--- src/rtl/den_giao_thong.sv ---
// Two-way intersection traffic-light controller.
// A prescaler turns clk into a one-second tick; a four-phase FSM steps
// green -> yellow for direction 1, then green -> yellow for direction 2,
// holding the other direction on red. Lamps and the tick strobe are registered.
//
//   state | meaning
//   S0    | dir1 go   : G1 + R2, lasts GREEN_T ticks
//   S1    | dir1 warn : Y1 + R2, lasts YELLOW_T ticks
//   S2    | dir2 go   : R1 + G2, lasts GREEN_T ticks
//   S3    | dir2 warn : R1 + Y2, lasts YELLOW_T ticks
module den_giao_thong #(
   parameter int unsigned CLK_DIV  = 50000000,
   parameter int unsigned GREEN_T  = 25,
   parameter int unsigned YELLOW_T = 3
) (
   input  logic       clk,
   input  logic       rst,
   output logic       dem,
   output logic [5:0] LED
);

   typedef enum logic [1:0] {S0, S1, S2, S3} phase_t;

   localparam logic [31:0] PRE_LAST = 32'(CLK_DIV - 1);
   localparam logic [7:0]  SEC_G    = 8'(GREEN_T - 1);
   localparam logic [7:0]  SEC_Y    = 8'(YELLOW_T - 1);

   localparam logic [5:0] LED_S0 = 6'b001100;
   localparam logic [5:0] LED_S1 = 6'b010100;
   localparam logic [5:0] LED_S2 = 6'b100001;
   localparam logic [5:0] LED_S3 = 6'b100010;

   logic [31:0] pre;
   logic [7:0]  sec;
   phase_t      phase;
   phase_t      phase_nxt;
   logic [7:0]  sec_load;
   logic [5:0]  led_nxt;
   logic        tick;

   assign tick = (pre == PRE_LAST);

   // Next phase in the fixed rotation plus its reload value and lamp pattern;
   // any unexpected encoding falls back to S0.
   always_comb begin
      phase_nxt = S0;
      sec_load  = SEC_G;
      led_nxt   = LED_S0;
      case (phase)
         S0: begin phase_nxt = S1; sec_load = SEC_Y; led_nxt = LED_S1; end
         S1: begin phase_nxt = S2; sec_load = SEC_G; led_nxt = LED_S2; end
         S2: begin phase_nxt = S3; sec_load = SEC_Y; led_nxt = LED_S3; end
         S3: begin phase_nxt = S0; sec_load = SEC_G; led_nxt = LED_S0; end
         default: begin phase_nxt = S0; sec_load = SEC_G; led_nxt = LED_S0; end
      endcase
   end

   // Prescaler, phase countdown, FSM and registered outputs.
   always_ff @(posedge clk) begin
      if (!rst) begin
         pre   <= '0;
         sec   <= SEC_G;
         phase <= S0;
         LED   <= LED_S0;
         dem   <= 1'b0;
      end else begin
         dem <= tick;
         if (tick) begin
            pre <= '0;
            if (sec == 8'd0) begin
               phase <= phase_nxt;
               sec   <= sec_load;
               LED   <= led_nxt;
            end else begin
               sec <= sec - 8'd1;
            end
         end else begin
            pre <= pre + 32'd1;
         end
      end
   end

endmodule

--- config.mk ---
export PLATFORM = sky130hd
export DESIGN_NAME = den_giao_thong
export DESIGN_NICKNAME = d
export VERILOG_FILES = /design/src/rtl/den_giao_thong.sv
export SDC_FILE = /design/constraint.sdc
export NUM_CORES = 1
export LEC_CHECK = 0
export CAP_MARGIN = 20
export CORE_MARGIN = 2
export CORE_UTILIZATION = 36
export DETAILED_ROUTE_END_ITERATION = 8
export PLACE_DENSITY_LB_ADDON = 0.15
export SLEW_MARGIN = 30
export SYNTH_ARGS = -nofsm -noshare
export SYNTH_HDL_FRONTEND = slang
export SYNTH_SLANG_ARGS = --single-unit
--- constraint.sdc ---
create_clock -name clk -period 3 [get_ports clk]
set_input_delay 0.9 -clock clk [delete_from_list [all_inputs] [get_ports clk]]
set_output_delay 0.9 -clock clk [all_outputs]
set_load 0.02 [all_outputs]
==> results of run 1 <==
## area by class of cell
cell class	count	area (um^2)
clock buffers	5	68.8
clock inverters	3	42.5
fillers	671	3670
inverters	10	37.5
multi-input cells	202	1270
flip-flops and latches	48	961
well taps	77	96.3
repair buffers	15	133
## cells by family after synthesis
logic type,Yosys count,share of synthesized area [%]
AO/OA/AOI/OAI,21,5.94
XOR/XNOR,26,9.82
adder cells (fa/ha/maj),6,3.24
buffers and inverters,19,3.72
flip-flops,48,41.4
multiplexers,11,4.75
AND/OR/NAND/NOR,138,31.1
## routing by layer
metal,wire length (um),up-vias,global-route usage [%]
li1,-,967,-
met1,2460,859,19.7
met2,2150,15,22.0
met3,101,5,3.54
met4,65,0,5.13
met5,0,-,0
## power breakdown
group	switching, mW	total, mW	internal (mW)	leakage, nW
Sequential	0.00605	0.647	0.641	0.387
Combinational	0.0163	0.0252	0.00895	0.477
Clock	0.221	0.468	0.247	0.0541
## worst reg2reg max path: cells and delay by family (launching register included)
family | cells | cell delay, ns
DFF | 1 | 0.41
and+or+nand+nor | 4 | 1.66
AOI/OAI and AO/OA | 1 | 0.12
buffers and inverters | 1 | 0.28
## worst max-delay path by stage
stage                     startpoint      end  cells after the start
after floorplan              pre[11]   sec[4]                      7
after global placement       pre[11]  pre[10]                      6
after detailed placement     pre[11]   pre[9]                      6
after CTS                    pre[11]  pre[13]                      6
after global routing         pre[11]  pre[13]                      6
final                        pre[11]  pre[13]                      6
## flip-flops by register name, indices dropped and copies added (netlist names)
register  flops
LED           6
dem           1
phase         1
pre          32
sec           8
## cells in the mapped netlist
master      n
nor2_1     49
dfxtp_1    48
xor2_1     17
nand2_1    15
nand3_1    14
nand4_1    13
mux2i_1    11
inv_1      10
nor3_1     10
nor4_1     10
xnor2_1     9
a21oi_1     7
and3_1      6
ha_1        6
clkbuf_1    4
and2_1      3
and4_1      3
buf_2       3
o21ai_0     3
a211oi_1    2
a21boi_0    2
nand4b_1    2
or2_2       2
or4_1       2
a2bb2oi_1   1
a311o_1     1
a31o_2      1
a31oi_1     1
and2_0      1
and4b_1     1
buf_4       1
buf_6       1
nand2b_1    1
nand4_2     1
nor2b_1     1
nor3_2      1
nor3b_1     1
nor4_4      1
nor4b_1     1
o211ai_1    1
o21a_1      1
o21ai_2     1
## per-stage QoR
step | area [um^2] | hold slack, ns | power (mW)
after floorplan | 2320 | 0.441 | 0.677
after global placement | 2500 | 0.455 | 0.688
after detailed placement | 2500 | 0.459 | 0.688
after CTS | 2610 | 0.495 | 1.16
after global routing | 2610 | 0.516 | 1.19
final | 2610 | 0.489 | 1.14
==> results.ini, run 1 <==
[drt]
routed_wl_mm=4.78
vias_per_cell=5.13
drtAntennaViolNets=0
post-route-drc-count=0
drt_iter0_drc=77
wl_per_cell_um=13.3
via_count=1846
drtPass1Iterations=4

[global_routing]
grt_pass1_vias=1769
grt_max_degree=24
antenna_found_initial=0
grt_pass1_wl_mm=8.32
track_usage_pct=14.4
gr-total-overflow=0

[worst_setup_path]
worstPathCellList=or4_1 -> or4_1 -> or2_2 -> o21ai_2 -> buf_4 -> nor2_1
timing.rr.start=pre[11]
worstPathArrival_ns=2.76
critPathBufInv=1
r2r_end=pre[13]
rr_worst_depth=6
slowest_stage=or4_1
critical_path_class=flop to flop
crit_top_cell=or4_1
cpPeakStageDelay_ns=0.65
cpLargestDelayFamily=simple AND/OR/NAND/NOR gates
critPathMaxFanout=23
reg2reg_slack_ns=0.43
critPathCaptureType=flop
critPathRequiredTime_ns=3.19
cp-start-kind=flop

[placed_design]
gp_congestion=0.809
numPortBuffers=8
post-place-ws_ns=0.437
dp.cells=352
hpwl_mm=3.49

[clocking]
insertion_delay_ns=0.30
clkTransAtPathRegs_ns=0.09
cts_tree=done
cts_sinks=48
cts_root_buf=clkbuf_8
cts_max_level=2
cts_max_path_buffers=2
hold_buffers=0
cts_buffers=5
post_cts_resized=0
cts_setup_buffers=0

[timing]
fin_skew_ns=0.00595
final-setup-viol-count=0
worst_slew_pin_slew_ns=0.849
hold_violations=0
layout_setup_ws_ns=0.431
slew_violations=0
rsz0062_at_grt=false
tns_ns=0
fmax_mhz=389
final.min_clock_period_ns=2.57
fin_crit_sh_pct=85.6
slew_headroom_pct=42.8

[final_layout]
antennaDiodeCount=0
final_common_cell=nor2_1
fin_cells=360
drive_above_1_share_pct=7.77
final_cell_mix=nor2_1, dfxtp_1, xor2_1
final_core_util_pct=41.6
finalNetCount=290
syn_to_final_growth_pct=12.6

[power]
leakage_nw=0.918
power_density_nw_per_um2=437
ir_drop_mv=0.185

[yosys]
yosysSeqAreaShare_pct=41.4
synth.cell_area_um2=2320
syn_avg_cell_area_um2=8.62
syn_nets=277
netlist_top_cells_area=dfxtp_1, nor2_1, xor2_1, mux2i_1, nand4_1
synth_top_area_cell=dfxtp_1
synth_top_area_share_pct=41.4
netlist_instances=269
ys_types=42
ys_ff_latch=48
ys_warn_count=0

[floorplan]
core_um2=6280
die_h_um=84.3
die_w_um=84.3
pin_count=9
dieArea_um2=7100
rows=29
start_util_pct=36.9

[worst_hold_path]
hold_class=flop to flop
holdPathEnd=LED[2]
min_from=LED[2]
hold_depth=2

[outcome]
outcome=completed

[flow_run]
drv_cap=0

Note: power is estimated with default switching activity, not from simulation.
==> run 2: changes to the inputs <==
--- a/config.mk
+++ b/config.mk
@@ -8,8 +8,9 @@
 export CAP_MARGIN = 20
 export CORE_MARGIN = 2
 export CORE_UTILIZATION = 36
+export CTS_BUF_LIST = sky130_fd_sc_hd__clkbuf_16
 export DETAILED_ROUTE_END_ITERATION = 8
-export PLACE_DENSITY_LB_ADDON = 0.15
+export PLACE_DENSITY_LB_ADDON = 0.2
 export SLEW_MARGIN = 30
 export SYNTH_ARGS = -nofsm -noshare
 export SYNTH_HDL_FRONTEND = slang
==> run 2 against run 1 <==
Net effect: sequential share of layout area is 0.25 points lower; critical path type unchanged; via count is 2.0% higher; cell count is 0.28% lower; largest cell class unchanged; first-iteration DRC count is 75% higher; fmax is 0.43% higher; global-route usage is 0.15 points higher; count of clock-buffer cells in the layout stayed put.
==> results.ini, run 2 (synthesis results as in run 1) <==
[outcome]
outcome=completed  ; unchanged

[worst_setup_path]
critPathMaxFanout=23  ; unchanged
cp-start-kind=flop  ; unchanged
cpPeakStageDelay_ns=0.65  ; about the same
crit_top_cell=or4_1  ; unchanged
timing.rr.start=pre[11]  ; unchanged
rr_worst_depth=6  ; unchanged
critPathBufInv=1  ; unchanged
critPathLaunch=pre[11]  ; unchanged
worstPathCellList=or4_1 -> or4_1 -> or2_2 -> o21ai_2 -> buf_4 -> nor2_1  ; unchanged
reg2reg_slack_ns=0.44  ; was 0.43 ns
r2r_end=pre[30]  ; was pre[13]
worstPathArrival_ns=2.73  ; was 2.76 ns
slowest_stage=or4_1  ; unchanged
cpLargestDelayFamily=simple AND/OR/NAND/NOR gates  ; unchanged
critPathCaptureType=flop  ; unchanged
critical_path_class=flop to flop  ; unchanged
critPathRequiredTime_ns=3.17  ; was 3.19 ns

[timing]
hold_violations=0  ; unchanged
worst_slew_pin_slew_ns=0.786  ; was 0.849 ns
slew_violations=0  ; unchanged
fin_skew_ns=0.00662  ; was 0.00595 ns
fmax_mhz=391  ; was 389 MHz
slew_headroom_pct=47.1  ; was 42.8%
rsz0062_at_grt=false  ; unchanged
final-setup-viol-count=0  ; unchanged
final.min_clock_period_ns=2.56  ; was 2.57 ns
tns_ns=0  ; unchanged
fin_crit_sh_pct=85.3  ; was 85.6%

[drt]
drtPass1Iterations=4  ; unchanged
drtAntennaViolNets=0  ; unchanged
routed_wl_mm=4.61  ; was 4.78 mm
wl_per_cell_um=12.8  ; was 13.3 um
via_count=1882  ; was 1,846
drt_iter0_drc=135  ; was 77
vias_per_cell=5.24  ; was 5.13
post-route-drc-count=0  ; unchanged

[clocking]
post_cts_resized=0  ; unchanged
cts_buffers=5  ; unchanged
cts_max_path_buffers=2  ; unchanged
cts_sinks=48  ; unchanged
insertion_delay_ns=0.28  ; was 0.30 ns
cts_tree=done  ; unchanged
cts_setup_buffers=0  ; unchanged
cts_root_buf=clkbuf_16  ; was clkbuf_8
hold_buffers=0  ; unchanged
cts_max_level=2  ; unchanged
clkTransAtPathRegs_ns=0.06  ; was 0.09 ns

[worst_hold_path]
min_from=LED[2]  ; unchanged
hold_depth=2  ; unchanged
holdPathEnd=LED[2]  ; unchanged
hold_class=flop to flop  ; unchanged

[power]
ir_drop_mv=0.255  ; was 0.185 mV
leakage_nw=0.933  ; was 0.918 nW
power_density_nw_per_um2=456  ; was 437 nW/um^2
power.total_mw=1.20  ; was 1.14 mW

[final_layout]
final_cell_mix=nor2_1, dfxtp_1, xor2_1  ; unchanged
largest_reg_flops=32  ; unchanged
drive_above_1_share_pct=6.38  ; was 7.77%
finalNetCount=289  ; was 290
regMostFlops=pre  ; unchanged
antennaDiodeCount=0  ; unchanged
final_common_cell=nor2_1  ; unchanged
largestRegisters=pre: 32 flops, sec: 8 flops, LED: 6 flops  ; unchanged
syn_to_final_growth_pct=13.3  ; was 12.6%

[flow_run]
drv_cap=0  ; unchanged

[placed_design]
gp_congestion=0.778  ; was 0.809
hpwl_mm=3.30  ; was 3.49 mm
numPortBuffers=8  ; unchanged

[global_routing]
grt_max_degree=24  ; unchanged
track_usage_pct=14.5  ; was 14.4%
grt_pass1_vias=1808  ; was 1,769
grt_pass1_wl_mm=8.42  ; was 8.32 mm
antenna_found_initial=0  ; unchanged
gr-total-overflow=0  ; unchanged

[floorplan]
die_h_um=84.3  ; unchanged
rows=29  ; unchanged
start_util_pct=36.9  ; unchanged
pin_count=9  ; unchanged
core_um2=6280  ; unchanged
dieArea_um2=7100  ; unchanged
die_w_um=84.3  ; unchanged

## run 2: cell types whose count changed in the layout (fill, tap and decap cells not counted)
cell,change
clkinv_2,-1
bufinv_16,-1
clkinv_1,+1
clkbuf_8,-5
inv_1,+2
buf_4,-1
clkbuf_16,+5
clkinvlp_4,-1
## run 2: cell type report
cell class	count	area (um^2)
Tap cell	77	96.3
Multi-Input combinational cell	202	1270
Sequential cell	48	961
Clock inverter	3	11.3
Timing Repair Buffer	14	125
Clock buffer	5	125
Fill cell	644	3650
Inverter	10	37.5
## run 2: worst reg2reg max path, stage by stage (launching register included)
cell and delay, ns:
dfxtp_1 0.39, or4_1 0.51, or4_1 0.65, or2_2 0.40
o21ai_2 0.12, buf_4 0.29, nor2_1 0.09
## run 2: worst max-delay path by stage
stage                     cells after the start       to
after floorplan                               7   sec[4]
after global placement                        6  pre[28]
after detailed placement                      6   pre[5]
after CTS                                     6   pre[5]
after global routing                          6   pre[3]
final                                         6  pre[30]
## run 2: per-stage QoR
stage                     std cells  instance area (um^2)  utilization (%)  hold slack, ns  setup WS, ns
after global placement          351                  2490             39.7           0.456         0.471
after detailed placement        351                  2490             39.7           0.470         0.430
after floorplan                 269                  2320                -           0.441         0.564
final                           359                  2630             41.9           0.483         0.442
after CTS                       359                  2630             41.9           0.488         0.424
after global routing            359                  2630             41.9           0.523         0.264
## run 2: per-layer routing
layer / vias to the layer above / routed length, um / part of all wire (%) / GRT usage (%)
li1: 967 / - / - / -
met1: 878 / 2420 / 53 / 21.0
met2: 31 / 1960 / 43 / 21.3
met3: 6 / 151 / 3.3 / 2.95
met4: 0 / 73 / 1.6 / 5.28
met5: - / 0 / 0 / 0
## run 2: power by group
group	internal, mW	total [mW]	switching, mW
Clock	0.300	0.526	0.226
Combinational	0.00896	0.0253	0.0163
Sequential	0.642	0.648	0.00560
Total	0.951	1.20	0.248
==> run 3: changes to the inputs <==
==> constraint.sdc (replaced) <==
create_clock -name clk -period 2.7 [get_ports clk]
set_input_delay 0.81 -clock clk [delete_from_list [all_inputs] [get_ports clk]]
set_output_delay 0.81 -clock clk [all_outputs]
set_load 0.02 [all_outputs]
==> run 3 against run 2 <==
Net effect: sequential power increased by 11%; utilization increased by 0.44 points; first-iteration DRC count decreased by 13%; design area increased by 1.0%; critical path depth unchanged; critical endpoint is now pre[3]; sequential share of layout area decreased by 0.38 points.
==> results.ini, run 3 (synthesis results as in run 1) <==
[final_layout]
multiInputGateArea_um2=1270  ; unchanged
seqCellArea_um2=961  ; unchanged
finalNetCount=291  ; was 289
fin_cells=361  ; was 359
regMostFlops=pre  ; unchanged
syn_to_final_growth_pct=14.5  ; was 13.3%
final_cell_mix=nor2_1, dfxtp_1, xor2_1  ; unchanged
final_common_cell=nor2_1  ; unchanged
drive_above_1_share_pct=7.04  ; was 6.38%
fill_cells=677  ; was 644
largest_reg_flops=32  ; unchanged
antennaDiodeCount=0  ; unchanged
largestRegisters=pre: 32 flops, sec: 8 flops, LED: 6 flops  ; unchanged

[worst_setup_path]
critPathCaptureType=flop  ; unchanged
worstPathArrival_ns=2.60  ; was 2.73 ns
reg2reg_slack_ns=0.28  ; was 0.44 ns
critPathMaxFanout=23  ; unchanged
cp-start-kind=flop  ; unchanged
critical_path_class=flop to flop  ; unchanged
rr_worst_depth=6  ; unchanged
critPathRequiredTime_ns=2.88  ; was 3.17 ns

[floorplan]
core_um2=6280  ; unchanged
dieArea_um2=7100  ; unchanged
rows=29  ; unchanged
die_h_um=84.3  ; unchanged
die_w_um=84.3  ; unchanged
start_util_pct=36.9  ; unchanged
pin_count=9  ; unchanged

[timing]
fin_crit_sh_pct=89.6  ; was 85.3%
tns_ns=0  ; unchanged
fin_skew_ns=0.00332  ; was 0.00662 ns
hold_violations=0  ; unchanged
slew_violations=0  ; unchanged
slew_headroom_pct=51.5  ; was 47.1%
fmax_mhz=413  ; was 391 MHz
final.min_clock_period_ns=2.42  ; was 2.56 ns
worst_slew_pin_slew_ns=0.721  ; was 0.786 ns
final-setup-viol-count=0  ; unchanged
rsz0062_at_grt=false  ; unchanged

[global_routing]
antenna_found_initial=0  ; unchanged
grt_pass1_vias=1837  ; was 1,808
track_usage_pct=14.5  ; about the same
gr-total-overflow=0  ; unchanged
grt_max_degree=24  ; unchanged
grt_pass1_wl_mm=8.50  ; was 8.42 mm

[drt]
wl_per_cell_um=13.1  ; was 12.8 um
via_count=1882  ; unchanged
drtAntennaViolNets=0  ; unchanged
drt_iter0_drc=118  ; was 135
post-route-drc-count=0  ; unchanged
vias_per_cell=5.21  ; was 5.24
drtPass1Iterations=4  ; unchanged
routed_wl_mm=4.72  ; was 4.61 mm

[worst_hold_path]
hold_depth=2  ; unchanged
hold_class=flop to flop  ; unchanged

[clocking]
hold_buffers=0  ; unchanged
cts_tree=done  ; unchanged
cts_setup_buffers=0  ; unchanged
insertion_delay_ns=0.29  ; was 0.28 ns
post_cts_resized=0  ; unchanged
cts_root_buf=clkbuf_16  ; unchanged
cts_max_level=2  ; unchanged
cts_buffers=5  ; unchanged
cts_max_path_buffers=2  ; unchanged
clkTransAtPathRegs_ns=0.06  ; about the same
cts_sinks=48  ; unchanged

[power]
power.total_mw=1.35  ; was 1.20 mW
power_density_nw_per_um2=508  ; was 456 nW/um^2
leakage_nw=0.947  ; was 0.933 nW
ir_drop_mv=0.251  ; was 0.255 mV

[outcome]
outcome=completed  ; unchanged

[flow_run]
drv_cap=0  ; unchanged

[placed_design]
hpwl_mm=3.42  ; was 3.30 mm
numPortBuffers=8  ; unchanged
dp.cells=353  ; was 351
gp_congestion=0.842  ; was 0.778

[run 3: cell count changes in the layout (fill, tap and decap cells not counted), sizes merged]
cell / delta
buf: +2
[run 3: path summary, 6_finish.rpt]
kind            from      to
max          pre[16]  pre[3]
min           LED[2]  LED[2]
max reg2reg  pre[16]  pre[3]
min reg2reg   LED[2]  LED[2]
[run 3: per-layer routing]
metal | up-vias | GRT usage [%] | part of all wire, % | routed length (um)
met3 | 9 | 3.24 | 2.4 | 114
met2 | 20 | 22.3 | 45 | 2100
met4 | 0 | 5.87 | 1.9 | 91
li1 | 973 | - | - | -
met5 | - | 0 | 0 | 0
met1 | 880 | 19.8 | 51 | 2410
[run 3: cell type report]
| class | instances | area share, % |
|---|---|---|
| Tap cell | 77 | 3.63 |
| Inverter | 10 | 1.41 |
| Timing Repair Buffer | 16 | 5.75 |
| Sequential cell | 48 | 36.2 |
| Clock buffer | 5 | 4.71 |
| Multi-Input combinational cell | 202 | 47.9 |
| Clock inverter | 3 | 0.424 |
[run 3: stage by stage]
| step | cell area, um^2 | hold slack (ns) | setup WS, ns | utilization, % |
|---|---|---|---|---|
| after floorplan | 2320 | 0.441 | 0.264 | - |
| after global placement | 2520 | 0.460 | 0.341 | 40.1 |
| after detailed placement | 2520 | 0.470 | 0.289 | 40.1 |
| after CTS | 2660 | 0.485 | 0.279 | 42.3 |
| after global routing | 2660 | 0.508 | 0.142 | 42.3 |
| final | 2660 | 0.480 | 0.281 | 42.3 |
[run 3: power breakdown]
group	internal (mW)	total [mW]	switching [mW]
combinational	0.0130	0.0322	0.0192
sequential	0.713	0.719	0.00621
clock	0.334	0.596	0.262
total	1.06	1.35	0.288
[run 3: worst max-delay path, cell delays in order (launching register included)]
cell     delay [ns]
dfxtp_1        0.34
or4_1          0.52
or4_1          0.64
or2_2          0.39
o21ai_2        0.17
buf_12         0.19
nor2_1         0.06
